`config.mk`:
```
export PLATFORM = sky130hd
export DESIGN_NAME = vga_box_pixel_gen
export DESIGN_NICKNAME = d
export VERILOG_FILES = /design/src/rtl/vga_box_pixel_gen.sv
export SDC_FILE = /design/constraint.sdc
export NUM_CORES = 1
export LEC_CHECK = 0
export CORE_ASPECT_RATIO = 0.6
export CORE_MARGIN = 3
export CORE_UTILIZATION = 45
export CTS_CLUSTER_DIAMETER = 200
export CTS_CLUSTER_SIZE = 30
export DETAILED_ROUTE_END_ITERATION = 12
export PLACE_DENSITY = 0.81
export SLEW_MARGIN = 20
export SYNTH_ARGS = -nofsm -noshare
export SYNTH_HDL_FRONTEND = slang
export SYNTH_SLANG_ARGS = --single-unit
export TNS_END_PERCENT = 30
```
`constraint.sdc`:
```
create_clock -name clk -period 2.5 [get_ports clk]
set_input_delay 0.625 -clock clk [delete_from_list [all_inputs] [get_ports clk]]
set_output_delay 0.625 -clock clk [all_outputs]
set_load 0.1 [all_outputs]
```
`src/rtl/vga_box_pixel_gen.sv`:
```
// Pixel source for the VGA colour outputs: draws a solid square that bounces around
// the 640x480 active area, moving once per frame during vertical blanking.
module vga_box_pixel_gen #(
  parameter int unsigned H_ACTIVE_START = 144,
  parameter int unsigned H_ACTIVE_END   = 784,
  parameter int unsigned V_ACTIVE_START = 35,
  parameter int unsigned V_ACTIVE_END   = 515,
  parameter int unsigned BOX_SIZE       = 32,
  parameter int unsigned STEP           = 4
) (
  input  logic        clk,
  input  logic        rst,
  input  logic [15:0] h_count,
  input  logic [15:0] v_count,
  input  logic        pause,
  output logic [3:0]  Red,
  output logic [3:0]  Green,
  output logic [3:0]  Blue,
  output logic        frame_tick,
  output logic [9:0]  box_x,
  output logic [9:0]  box_y
);

  localparam logic [15:0] H_START = 16'(H_ACTIVE_START);
  localparam logic [15:0] H_END   = 16'(H_ACTIVE_END);
  localparam logic [15:0] V_START = 16'(V_ACTIVE_START);
  localparam logic [15:0] V_END   = 16'(V_ACTIVE_END);
  localparam logic [15:0] SIZE16  = 16'(BOX_SIZE);
  localparam logic [15:0] STEP16  = 16'(STEP);
  localparam logic [9:0]  STEP10  = 10'(STEP);
  localparam logic [15:0] X_LIMIT = 16'(H_ACTIVE_END - H_ACTIVE_START - BOX_SIZE);
  localparam logic [15:0] Y_LIMIT = 16'(V_ACTIVE_END - V_ACTIVE_START - BOX_SIZE);

  localparam logic [1:0] IDLE   = 2'd0;
  localparam logic [1:0] MOVE_X = 2'd1;
  localparam logic [1:0] MOVE_Y = 2'd2;

  logic [1:0]  state;
  logic        trig_q;
  logic        dir_right;
  logic        dir_down;
  logic        bounce;
  logic [2:0]  colour_idx;
  logic [11:0] rgb_q;

  logic        trig;
  logic        trig_rise;
  logic        active;
  logic        in_box;
  logic [15:0] px;
  logic [15:0] py;
  logic [15:0] x_ext;
  logic [15:0] y_ext;
  logic [11:0] pix_rgb;
  logic        x_bounce;
  logic        y_bounce;
  logic [9:0]  x_next;
  logic [9:0]  y_next;

  function automatic logic [11:0] palette(input logic [2:0] idx);
    case (idx)
      3'd0:    palette = 12'hFFF;
      3'd1:    palette = 12'hF00;
      3'd2:    palette = 12'h0F0;
      3'd3:    palette = 12'h00F;
      3'd4:    palette = 12'hFF0;
      3'd5:    palette = 12'h0FF;
      3'd6:    palette = 12'hF0F;
      default: palette = 12'h888;
    endcase
  endfunction

  // NOTE: every signal driven here gets a value on every path, so no latches are inferred.
  always_comb begin
    trig      = (h_count == 16'd0) && (v_count == V_END);
    trig_rise = trig && !trig_q;

    active = (h_count >= H_START) && (h_count < H_END) &&
             (v_count >= V_START) && (v_count < V_END);
    px     = h_count - H_START;
    py     = v_count - V_START;
    x_ext  = {6'd0, box_x};
    y_ext  = {6'd0, box_y};
    in_box = (px >= x_ext) && (px < x_ext + SIZE16) &&
             (py >= y_ext) && (py < y_ext + SIZE16);
    pix_rgb = (active && in_box) ? palette(colour_idx) : 12'h000;

    // A move that would overshoot the wall clamps to it and counts as a bounce.
    if (dir_right) begin
      x_bounce = (x_ext + STEP16) > X_LIMIT;
      x_next   = x_bounce ? X_LIMIT[9:0] : box_x + STEP10;
    end else begin
      x_bounce = x_ext < STEP16;
      x_next   = x_bounce ? 10'd0 : box_x - STEP10;
    end

    if (dir_down) begin
      y_bounce = (y_ext + STEP16) > Y_LIMIT;
      y_next   = y_bounce ? Y_LIMIT[9:0] : box_y + STEP10;
    end else begin
      y_bounce = y_ext < STEP16;
      y_next   = y_bounce ? 10'd0 : box_y - STEP10;
    end
  end

  // NOTE: sequential state uses non-blocking assignments and resets asynchronously,
  // so an update in flight is abandoned the moment rst goes low.
  always_ff @(posedge clk or negedge rst) begin
    if (!rst) begin
      state      <= IDLE;
      trig_q     <= 1'b0;
      dir_right  <= 1'b1;
      dir_down   <= 1'b1;
      bounce     <= 1'b0;
      colour_idx <= 3'd0;
      rgb_q      <= 12'h000;
      frame_tick <= 1'b0;
      box_x      <= 10'd0;
      box_y      <= 10'd0;
    end else begin
      trig_q     <= trig;
      rgb_q      <= pix_rgb;
      frame_tick <= 1'b0;
      case (state)
        IDLE: begin
          if (trig_rise) begin
            state      <= MOVE_X;
            frame_tick <= 1'b1;
          end
        end
        MOVE_X: begin
          if (!pause) begin
            box_x <= x_next;
            if (x_bounce) begin
              dir_right <= !dir_right;
              bounce    <= 1'b1;
            end
          end
          state <= MOVE_Y;
        end
        MOVE_Y: begin
          // Colour advances once per frame even when both axes bounce together.
          if (!pause) begin
            box_y <= y_next;
            if (y_bounce) dir_down <= !dir_down;
            if (bounce || y_bounce) colour_idx <= colour_idx + 3'd1;
          end
          bounce <= 1'b0;
          state  <= IDLE;
        end
        default: state <= IDLE;
      endcase
    end
  end

  assign Red   = rgb_q[11:8];
  assign Green = rgb_q[7:4];
  assign Blue  = rgb_q[3:0];

endmodule
```
======== Word-level counts from Yosys, hierarchy flattened ========
Index checks and enable logic that the tools add are counted.
storage, ports and cells
  flip-flop bits (word level) ............. 42
  bits of input ports ..................... 35
  output and inout bits ................... 33
  logic and storage cells ................. 86
cells by class
  add/sub/neg operators ................... 11
  magnitude comparators ................... 12
  eq/ne operators ......................... 12
  mux-type cells .......................... 17
  bitwise gates (word level) .............. 1
  reductions and logical operators ........ 23
operators with widths
  kind                                                                 number
  one-hot mux 12 bit (7 select lines)                                  1
  2-to-1 mux 10 bit                                                    6
  greater-or-equal comparator 16 x 10 -> 1 bit                         2
  less-than comparator 16 x 10 -> 1 bit (second input constant)        2
  less-than comparator 16 x 11 -> 1 bit                                2
  adder 10 x 3 -> 11 bit (second input constant)                       2
  adder 10 x 6 -> 11 bit (second input constant)                       2
  adder 10 x 3 -> 10 bit (second input constant)                       2
  less-than comparator 10 x 3 -> 1 bit (second input constant)         2
  subtractor 10 x 3 -> 10 bit (second input constant)                  2
  equality test 16 x 10 -> 1 bit (second input constant)               1
  greater-or-equal comparator 16 x 6 -> 1 bit (second input constant)  1
  greater-or-equal comparator 16 x 8 -> 1 bit (second input constant)  1
  zero test 16 bit                                                     1
  subtractor 16 x 6 -> 16 bit (second input constant)                  1
  subtractor 16 x 8 -> 16 bit (second input constant)                  1
  2-to-1 mux 12 bit                                                    1
  AND reduction 3 bit                                                  4
  greater-than comparator 11 x 10 -> 1 bit (second input constant)     1
  greater-than comparator 11 x 9 -> 1 bit (second input constant)      1
  equality test 3 bit (second input constant)                          3
  logical AND 1 bit                                                    9
  equality test 3 x 2 -> 1 bit (second input constant)                 2
  2-to-1 mux 1 bit                                                     6
  15 further kinds                                                     20

======== Longest topological paths before layout ========
  word-level depth ........................ 7
  mapped depth ............................ 12
  mapped depth without buffers ............ 12

======== Worst setup path after synthesis ========
Ideal clock, no wire load.
  path kind ............................... input to register
  start ................................... in v_count[0]
  end ..................................... reg rgb_q[2]
  library setup time ...................... 67 ps
  arrival time ............................ 3088 ps
  data required time ...................... 2433 ps
  slack ................................... -655 ps
  stages on the path ...................... 10
  buffers on the path ..................... 0
  cell sequence ........................... ha_1 > o41ai_2 > nor3b_2 > xnor2_1 > ha_1 > and4_1 > a211oi_1 > nand4_1 > a2111oi_4 > and3_1
on the way
  cells in the longest elaborated chain, start to end .. 6
  elaborated cells between the ends (all ways) .. 11
  those cells by class .................... 1 x add/sub; 4 x order compare; 1 x mux; 5 x reduce/logical
ends and longest elaborated chain
  what                                          RTL line  text
  from (decl)                                   14        input logic [15:0] v_count,
  subtractor 16 x 6 -> 16 bit                   81        py = v_count - V_START;
  greater-or-equal comparator 16 x 10 -> 1 bit  85        (py >= y_ext) && (py < y_ext + SIZE16);
  logical AND 1 bit                             84        in_box = (px >= x_ext) && (px < x_ext + SIZE16) &&
  logical AND 1 bit                             85
  logical AND 1 bit (*)                         86        pix_rgb = (active && in_box) ? palette(colour_idx) : 12'h000;
  2-to-1 mux 12 bit (*)                         86
  to (signal assigned)                          122       rgb_q <= pix_rgb;
  to (decl)                                     44        logic [11:0] rgb_q;
Every way passes the cells marked *; elsewhere a longest branch is shown, timed or not.
A chain may end at the register's enable or synchronous reset.

======== Final worst setup path ========
  start ................................... in h_count[6]
  end ..................................... reg rgb_q[3]
on the way
  cells in the longest elaborated chain, start to end .. 7
  elaborated cells between the ends (all ways) .. 13
  those cells by class .................... 1 x add/sub; 4 x order compare; 1 x mux; 7 x reduce/logical
ends and longest elaborated chain
  what                                                                                                          RTL line  text
  from (decl)                                                                                                   13        input logic [15:0] h_count,
  subtractor 16 x 8 -> 16 bit                                                                                   80        px = h_count - H_START;
  greater-or-equal comparator 16 x 10 -> 1 bit / less-than comparator 16 x 11 -> 1 bit (equally long branches)  84
  logical AND 1 bit (2 in a row)                                                                                84
  logical AND 1 bit                                                                                             85
  logical AND 1 bit (*)                                                                                         86
  2-to-1 mux 12 bit (*)                                                                                         86
  via pix_rgb[3]                                                                                                54        logic [11:0] pix_rgb;
The timed path passes the listed nets; every way through them passes the cells marked *.

==> reports/qor.yml <==
status: "complete, but fails checks"
violations: "setup timing"
cts_buffers: 5
worst_slew_pin_slew_ns: 0.685
htreeDepth: 2
yosysUniqueCellTypes: 69
r2r_start: "box_y[6]$_DFFE_PN0P_"
min_to: "frame_tick$_DFF_PN0_"
drive_above_1_share_pct: 32.7
swShare_pct: 28.7
port_buffers: 63
cp-end-kind: "flop"
drt_iter0_markers: 515
path_cells: "dlygate4sd2_1 -> o31a_1 -> buf_4 -> o21ai_1 -> nand2_1 -> ha_1 -> a21o_1 -> a21oi_2 -> nand4_1 -> a2111oi_4 -> buf_4 -> o211a_1"
p_clk_share_pct: 43.8
seqPwrFrac_pct: 30.0
hold_buffers: 0
grt_overflow: 0
yosysWarnings: 0
gp_congestion: 0.970
firstDrtPassIters: 10
setup_violations: 6
insertion_delay_ns: 0.29
critPathSlowestCell: "o31a_1"
leakagePower_nw: 2.26
hp-class: "flop to flop"
cts.reportedPaths.clkPinSlew_ns: 0.06
grt_max_degree: 33
drc: 0
die_area_mm2: 0.00879
critPathMostFrequentCell: "buf_4"
post-route-util_pct: 67.3
vias_per_cell: 6.04
min_period_ns: 2.97
intPower_mw: 1.26
synth-seq-cells: 32
rows: 24
yosysSeqAreaShare_pct: 23.3
criticalPathCategory: "input pin to flop"
synth_top_area_share_pct: 21.8
synth.area.top_cells: "dfrtp_1 (22%), ha_1 (16%), a21oi_1 (4.6%)"
r2r_setup_slack_ns: -0.08
comb_power_share_pct: 26.3
antenna_found_initial: 0
ff_latch_area_um2: 815
postRouteAntennaNets: 0
avgSynthCellArea_um2: 8.35
core_area_mm2: 0.00736
grt_setup_unrepaired: "true"
finalClockSkew_ns: 0.00318
switchingPower_mw: 0.506
whs_path_depth: 1
r2r_end: "rgb_q[3]$_DFF_PN0_"
clk_path_buf_depth: 2
numClockSinks: 32
hold_viol_final: 0
netlist_instances: 413
cp_slowest_stage_delay_ns: 0.36
period_share_pct: 119
grt_first_pass_wirelength_um: 17400
holdWs_ns: 0.478
synth_top_area_cell: "dfrtp_1"
die-height_um: 73.8
fmax_mhz: 336
n_fill_cell: 530
place_hpwl_um: 8390
diodes: 0
vias: 3881
worst_slack_ns: -0.474
num_io_pins: 68
min-delay-start: "trig_q$_DFF_PN0_"
area.growth.synth_to_final_pct: 43.5
nets: 616
cp_max_fo: 6
synth_ff_type: "dfrtp_1"
multi_input_area_mm2: 0.00259
start_util_pct: 46.9
wl_per_cell_um: 18.8
tritoncts: "built"
syn_area_mm2: 0.00345
critPathLaunchType: "input pin"
die_width_um: 119
drt-total-wl_um: 12100
synth_edf_count: 0
max_slew_margin_pct: 53.1
cts-root-buf: "clkbuf_16"
grt_use_total_pct: 24.9
power.density_mw_per_mm2: 356
drv_cap: 0
ir_worst_vdd_v: 0.000210
async_flop_share_pct: 100
drv_slew: 0
arrival_ns: 3.20
grt_pass1_vias: 3538
r2r_cells: 10
crit_required_ns: 2.72
==> registers in the layout (all words and copies together), names as in the netlist <==
register and cells:
state 2, dir_down 1, bounce 1, frame_tick 1
box_y 8, colour_idx 3, dir_right 1, trig_q 1
box_x 8, rgb_q 6
==> per-layer routing <==
layer | part of all wire, % | vias up | global-route usage [%]
met4 | 3.0 | 0 | 6.93
met1 | 43 | 1811 | 34.3
met2 | 44 | 264 | 39.1
li1 | - | 1758 | -
met5 | 0 | - | 0
met3 | 9.4 | 48 | 6.23
==> synthesized netlist by cell type, drive strengths merged, types with 5 or more instances <==
cell     n
ha      43
a21oi   33
nand2   32
dfrtp   30
inv     27
nor2    25
o21ai   23
nor3    22
nand3   21
buf     15
xnor2   13
clkbuf  11
o211ai   9
xor2     9
and3     7
nand4    7
mux2i    6
nor4     6
a31oi    5
nand2b   5
nor2b    5
==> how the worst max path moves through the flow <==
stage / start / endpoint / slack, ns / cells after the start
after floorplan: v_count[0] / rgb_q[10]$_DFF_PN0_ / -0.37 / 10
final: h_count[6] / rgb_q[3]$_DFF_PN0_ / -0.47 / 12
after detailed placement: v_count[0] / rgb_q[3]$_DFF_PN0_ / -1.27 / 11
after CTS: v_count[1] / rgb_q[3]$_DFF_PN0_ / -0.40 / 12
after global routing: h_count[6] / rgb_q[3]$_DFF_PN0_ / -0.55 / 12
after global placement: v_count[0] / rgb_q[10]$_DFF_PN0_ / -1.11 / 11
==> placed cells by master, fill, tap and decap left out, types with 5 or more instances in the layout <==
master,netlist,final
nand4_1,7,7
xor2_1,9,7
clkbuf_16,0,5
and3_1,7,7
nand2_1,32,32
a21oi_1,32,29
xnor2_1,13,12
dfrtp_2,0,9
nand2b_1,5,5
inv_1,23,23
nand3_1,20,20
buf_4,10,107
nor3_1,19,19
dfrtp_1,30,21
o211ai_1,9,9
ha_1,43,41
dlygate4sd2_1,0,6
mux2i_1,5,5
nor2_1,25,22
o21ai_1,9,11
clkdlybuf4s50_1,0,21
o21ai_0,13,11
==> through the flow <==
step                instance area (um2)  instances  setup WS (ns)  setup TNS (ns)  total power, mW
global placement                   4540        623          -1.11           -7.06            0.920
floorplan                          3500        416         -0.374           -3.02            0.735
detailed placement                 4540        623          -1.27           -8.07            0.936
CTS                                4830        640         -0.402           -2.26             1.72
global route                       4950        643         -0.550           -3.30             1.81
finish                             4950        643         -0.474           -2.77             1.76
==> logic make-up after synthesis <==
logic type,synth area share (%)
DFF,23.3
adders and majority gates,15.6
muxes,2.61
and+or+nand+nor,23.2
xor gates and xnor gates,5.59
AOI/OAI and AO/OA,22.4
other,0.109
buffers and inverters,7.22
==> power by group through the flow <==
stage | sequential, mW | combinational (mW) | clock [mW]
finish | 0.527 | 0.462 | 0.771
global route | 0.528 | 0.486 | 0.793
CTS | 0.527 | 0.422 | 0.766
detailed placement | 0.536 | 0.400 | 0
global placement | 0.536 | 0.384 | 0
floorplan | 0.559 | 0.176 | 0
==> final cells by class <==
type | instances | share of cell area, %
flip-flops and latches | 32 | 16.5
repair buffers | 141 | 22.9
clock inverters | 1 | 0.607
well taps | 104 | 2.63
multi-input cells | 331 | 52.3
inverters | 27 | 2.05
clock buffers | 7 | 3.08
==> what timing repair did <==
action	4_1_cts	5_1_grt
pin swaps	15	20
buffers inserted	9	3
gates resized for setup	45	24
setup endpoints to repair	8	9
==> worst max-delay path, delay by kind of cell <==
| kind | cells | cell delay [ns] |
|---|---|---|
| adder cells (fa/ha/maj) | 1 | 0.33 |
| buffers and inverters | 3 | 0.64 |
| AO/OA/AOI/OAI | 6 | 1.28 |
| AND/OR/NAND/NOR | 2 | 0.31 |
Power figures use the tool's default switching activity.
==> variant 1: new RTL, same settings <==
Put a register stage on the output `Blue`, without a reset. The value now appears one clock later. The other outputs are not delayed to match.
--- a/src/rtl/vga_box_pixel_gen.sv
+++ b/src/rtl/vga_box_pixel_gen.sv
@@ -157,3 +157,5 @@
   assign Green = rgb_q[7:4];
-  assign Blue  = rgb_q[3:0];
+  always_ff @(posedge clk) begin
+    Blue <= rgb_q[3:0];
+  end
 
Formal check against the unedited RTL: not equivalent (Yosys sat finds a counterexample within 4 cycles, from zero or initial values and one cycle with rst low).
==> variant 1 against the unedited design <==
The flow still finishes with violations (negative setup slack). Sequential cell count is 2 higher. Critical path type unchanged. Global-route usage up 1.5 points. Worst setup slack got worse by 0.21 ns. Register-to-register slack lost 0.16 ns. Final area increased by 2.6%. Area after synthesis is 0.58% higher. Sequential share of layout area grew 0.54 points. Power shrank 7.0%. Wire length barely moved.
==> variant 1: results (changes against the unedited design) <==
| Metric | Value |
|---|---|
| FFs w/ async S/R, synth | 94.1% (was 100%) |
| Avg WL per Cell | 18.0 um (was 18.8 um) |
| M3 GR Usage | 7.98% (was 6.23%) |
| Leak | 2.26 nW (about the same) |
| FF-to-FF path depth | 11 (was 10) |
| Worst slew pin tran | 0.631 ns (was 0.685 ns) |
| Cell Area, Placed | 4720 sq um (was 4540 sq um) |
| Dpl ws | -1.35 ns (was -1.27 ns) |
| Post-synth top cells | ha_1 (43), a21oi_1 (32), dfrtp_1 (30) (was ha_1 (43), a21oi_1 (32), nand2_1 (32)) |
| Final setup margin | -0.681 ns (was -0.474 ns) |
| CP arrival | 3.37 ns (was 3.20 ns) |
| Fraction of layout cells with a size suffix above 1 | 32.6% (was 32.7%) |
| Final Skew | 0.00654 ns (was 0.00318 ns) |
| Status | complete, but fails checks (unchanged) |
| Vias in the first global route | 3668 (was 3538) |
| Global Route Usage Sum | 26.4% (was 24.9%) |
| Dpl hpwl | 9330 um (was 8390 um) |
| Worst vdd ir | 234 uV (was 210 uV) |
| Vias per std cell | 5.81 (was 6.04) |
| Initial DRC Count | 443 (was 515) |
| Register area share after synthesis | 24.3% (was 23.3%) |
| Failing checks | negative setup slack (unchanged) |
| Synth unique cells | 64 (was 69) |
| Final setup viols | 6 (unchanged) |
| M1 GR Usage | 38.2% (was 34.3%) |
-- variant 1: what timing repair did --
action	4_1_cts	5_1_grt
pin swaps	15	10
buffers inserted	4	4
setup endpoints to repair	11	14
hold endpoints to repair	0	0
resized for setup	32	13
-- variant 1: routing by layer --
| layer | wire length, um | up-vias |
|---|---|---|
| met4 | 254 | 0 |
| li1 | - | 1839 |
| met2 | 4930 | 228 |
| met3 | 1280 | 43 |
| met5 | 0 | - |
| met1 | 5610 | 1796 |
-- variant 1: layout make-up --
type	count	area [sq um]	area share, %
Tap cell	104	130	2.56
Sequential cell	34	863	17.0
Clock buffer	6	139	2.73
Inverter	27	101	1.99
Multi-Input combinational cell	341	2570	50.7
Clock inverter	2	12.5	0.246
Timing Repair Buffer	158	1260	24.8
-- variant 1: final timing paths --
check                                start         to  slack, ns
worst max-delay path            v_count[3]  rgb_q[10]      -0.68
worst min-delay path              rgb_q[3]    Blue[3]       0.36
worst max register to register    box_y[5]  rgb_q[10]      -0.24
worst min register to register    rgb_q[3]    Blue[3]       0.36
max in group asynchronous              rst   box_y[2]       1.38
min in group asynchronous              rst   box_y[6]       0.76
-- variant 1: worst max-delay path: stages --
cell       delay (ns)
buf_2            0.11
or3_4            0.40
a21oi_4          0.14
nor2b_2          0.06
nor4_2           0.17
xor2_1           0.23
ha_1             0.28
a21o_1           0.19
a2bb2oi_2        0.14
nand4_1          0.10
a2111oi_2        0.27
nand4_2          0.30
buf_4            0.23
nor4_2           0.14
-- variant 1: power breakdown --
| group | switching, mW | internal, mW |
|---|---|---|
| registers | 0.00235 | 0.555 |
| clock network | 0.243 | 0.394 |
| logic | 0.239 | 0.204 |
| total | 0.484 | 1.15 |
-- variant 1: cells by family (layout without fill, tap and decap cells) --
family / after synthesis / after routing / share of synthesized area (%)
compound gates: 114 / 114 / 21.4
xor+xnor: 25 / 25 / 6.31
fa+ha+maj: 43 / 43 / 15.5
buf+inv: 55 / 193 / 7.54
flops: 34 / 34 / 24.3
mux: 5 / 5 / 1.51
other cells: 1 / 4 / 0.108
simple gates: 150 / 150 / 23.3
-- variant 1: stage by stage --
stage	hold slack [ns]	utilization, %	TNS [ns]	std cells
2_1_floorplan	0.324	-	-4.50	430
3_3_place_gp	0.350	64.1	-7.50	656
3_5_place_dp	0.357	64.1	-8.46	656
4_1_cts	0.369	67.7	-3.93	668
5_1_grt	0.369	69.1	-5.11	672
6_report	0.365	69.1	-3.97	672
==> variant 2: new RTL, same settings <==
Made on the original files. The parameter `H_ACTIVE_END` goes from 784 to 512.
--- a/src/rtl/vga_box_pixel_gen.sv
+++ b/src/rtl/vga_box_pixel_gen.sv
@@ -4,3 +4,3 @@
   parameter int unsigned H_ACTIVE_START = 144,
-  parameter int unsigned H_ACTIVE_END   = 784,
+  parameter int unsigned H_ACTIVE_END   = 512,
   parameter int unsigned V_ACTIVE_START = 35,
Formal check against the unedited RTL: same outputs for any inputs over 10 cycles, from zero or initial values and one cycle with rst low; that may be too few to reach the edited logic, so the function may still have changed.
==> variant 2 against the unedited design <==
The flow still finishes with violations (negative setup slack). Final area down 2.8%. Wire length is 9.2% lower. Power is 12% lower. Utilization rose by 2.4 points. Area after synthesis down 4.1%. Clock skew grew 0.0016 ns. Worst setup slack got worse by 0.086 ns. Maximum frequency down 2.8%. Sequential cell count did not move. Critical path type unchanged. Largest cell class unchanged. Highest routed layer unchanged.
==> variant 2: results (changes against the unedited design) <==
| Metric | Value |
|---|---|
| Global Route Usage Sum | 25.1% (was 24.9%) |
| Synth top area cells | dfrtp_1 (23%), ha_1 (16%), a21oi_1 (4.4%) (was dfrtp_1 (22%), ha_1 (16%), a21oi_1 (4.6%)) |
| Worst min path class | flop to flop (unchanged) |
| Initial antenna violation count | 0 (unchanged) |
| Post-synth top cells | ha_1 (43), dfrtp_1 (30), a21oi_1 (29) (was ha_1 (43), a21oi_1 (32), nand2_1 (32)) |
| CP arrival | 3.25 ns (was 3.20 ns) |
| Final Skew | 0.00474 ns (was 0.00318 ns) |
| Worst-path clk slew | about 0.050 ns |
| Metal2 WL | 5040 um (was 5340 um) |
| CP Max Fanout | 4 (was 6) |
| Register area share after synthesis | 24.3% (was 23.3%) |
| Final TNS setup | -3.11 ns (was -2.77 ns) |
| Mapped Avg Cell Area | 8.44 sq um (was 8.35 sq um) |
| Status | complete, but fails checks (unchanged) |
| FFs w/ async S/R, synth | 100% (unchanged) |
| Via count | 3667 (was 3881) |
| Fraction of layout cells with a size suffix above 1 | 33.9% (was 32.7%) |
| Top Registers | box_x x8, box_y x8, rgb_q x6 (unchanged) |
| Fin nets | 600 (was 616) |
| Avg WL per Cell | 18.0 um (was 18.8 um) |
| Worst vdd ir | 232 uV (was 210 uV) |
| Ys flop type | dfrtp_1 (unchanged) |
| Dpl hpwl | 8120 um (was 8390 um) |
| Max clock buf depth | 2 (unchanged) |
| IO Port Bufs | 63 (unchanged) |
| WL met3 | 1040 um (was 1130 um) |
| Synth Warn # | 0 (unchanged) |
| First-pass GRT wire length | 17000 um (was 17400 um) |
| Final setup viols | 6 (unchanged) |
| GP Congestion | 0.928 (was 0.970) |
| Filler instances | 541 (was 530) |
| M3 GR Usage | 5.75% (was 6.23%) |
| Dpl ws | -1.23 ns (was -1.27 ns) |
| Largest net degree at the start of global routing | 33 (unchanged) |
| M1 GR Usage | 33.6% (was 34.3%) |
| Final Non-Filler Cells | 609 (was 643) |
| First drt pass iteration count | 5 (was 10) |
| Cells after DPL | 593 (was 623) |
| CTS Buf Count | 5 (unchanged) |
| # diodes | 0 (unchanged) |
| Final setup margin | -0.560 ns (was -0.474 ns) |
| Synth unique cells | 65 (was 69) |
| Met1 wire length | 4730 um (was 5230 um) |
| Root Driver | clkbuf_16 (unchanged) |
| GR Util met2 | 41.2% (was 39.1%) |
| Cell Area, Placed | 4430 sq um (was 4540 sq um) |
| Skew-Pair Late Insertion Delay | 0.28 ns |
| Leak | 2.16 nW (was 2.26 nW) |
| Vias in the first global route | 3584 (was 3538) |
| Failing checks | negative setup slack (unchanged) |
| Initial DRC Count | 379 (was 515) |
| Top Metal Used | met4 (unchanged) |
| Worst slew pin tran | 0.556 ns (was 0.685 ns) |
==> variant 2: cell families (layout without fill, tap and decap cells) <==
group	after synthesis	after routing	synth area share [%]
adder cells (fa/ha/maj)	43	43	16.3
flip-flops	32	32	24.3
AND/OR/NAND/NOR	128	128	21.0
multiplexers	4	4	1.36
AO/OA/AOI/OAI	108	108	23.1
buffers and inverters	50	177	6.96
XOR/XNOR	26	26	6.88
other	1	4	0.113
==> variant 2: timing repair <==
| item | in CTS | in global routing |
|---|---|---|
| setup endpoints to repair | 6 | 13 |
| gates resized for setup | 51 | 19 |
| setup buffers | 8 | 1 |
| pin swaps | 22 | 14 |
==> variant 2: critical path, stage by stage <==
cell and delay, ns:
buf_4 0.13, a2111oi_4 0.39, nor2_2 0.09, nor4_4 0.15
xor2_1 0.25, ha_1 0.30, a21o_1 0.18, nand2_1 0.07
nand4b_1 0.16, nor4_4 0.36, o221ai_4 0.22, buf_6 0.18
nor3b_2 0.15
==> variant 2: power breakdown <==
group	total [mW]	switching (mW)	internal, mW
clock network	0.573	0.210	0.364
registers	0.530	0.00639	0.523
logic	0.455	0.243	0.211
total	1.56	0.459	1.10
==> variant 2: worst paths after layout <==
kind	startpoint	end	slack, ns	cells past startpoint
max in group asynchronous	rst	box_x[8]	1.41	2
setup reg to reg	box_y[7]	rgb_q[6]	-0.20	11
min in group asynchronous	rst	box_y[8]	0.75	2
hold / removal	trig_q	frame_tick	0.45	1
setup / recovery	v_count[0]	rgb_q[6]	-0.56	13
hold reg to reg	trig_q	frame_tick	0.45	1
==> variant 2: layout make-up <==
type                       count  area, sq um  share of cell area, %
inverter                      27          101                   2.11
multi-input combinational    313         2490                   51.7
timing repair buffer         143         1160                   24.1
sequential                    32          821                   17.1
clock buffer                   7          133                   2.76
tap                           87          109                   2.26
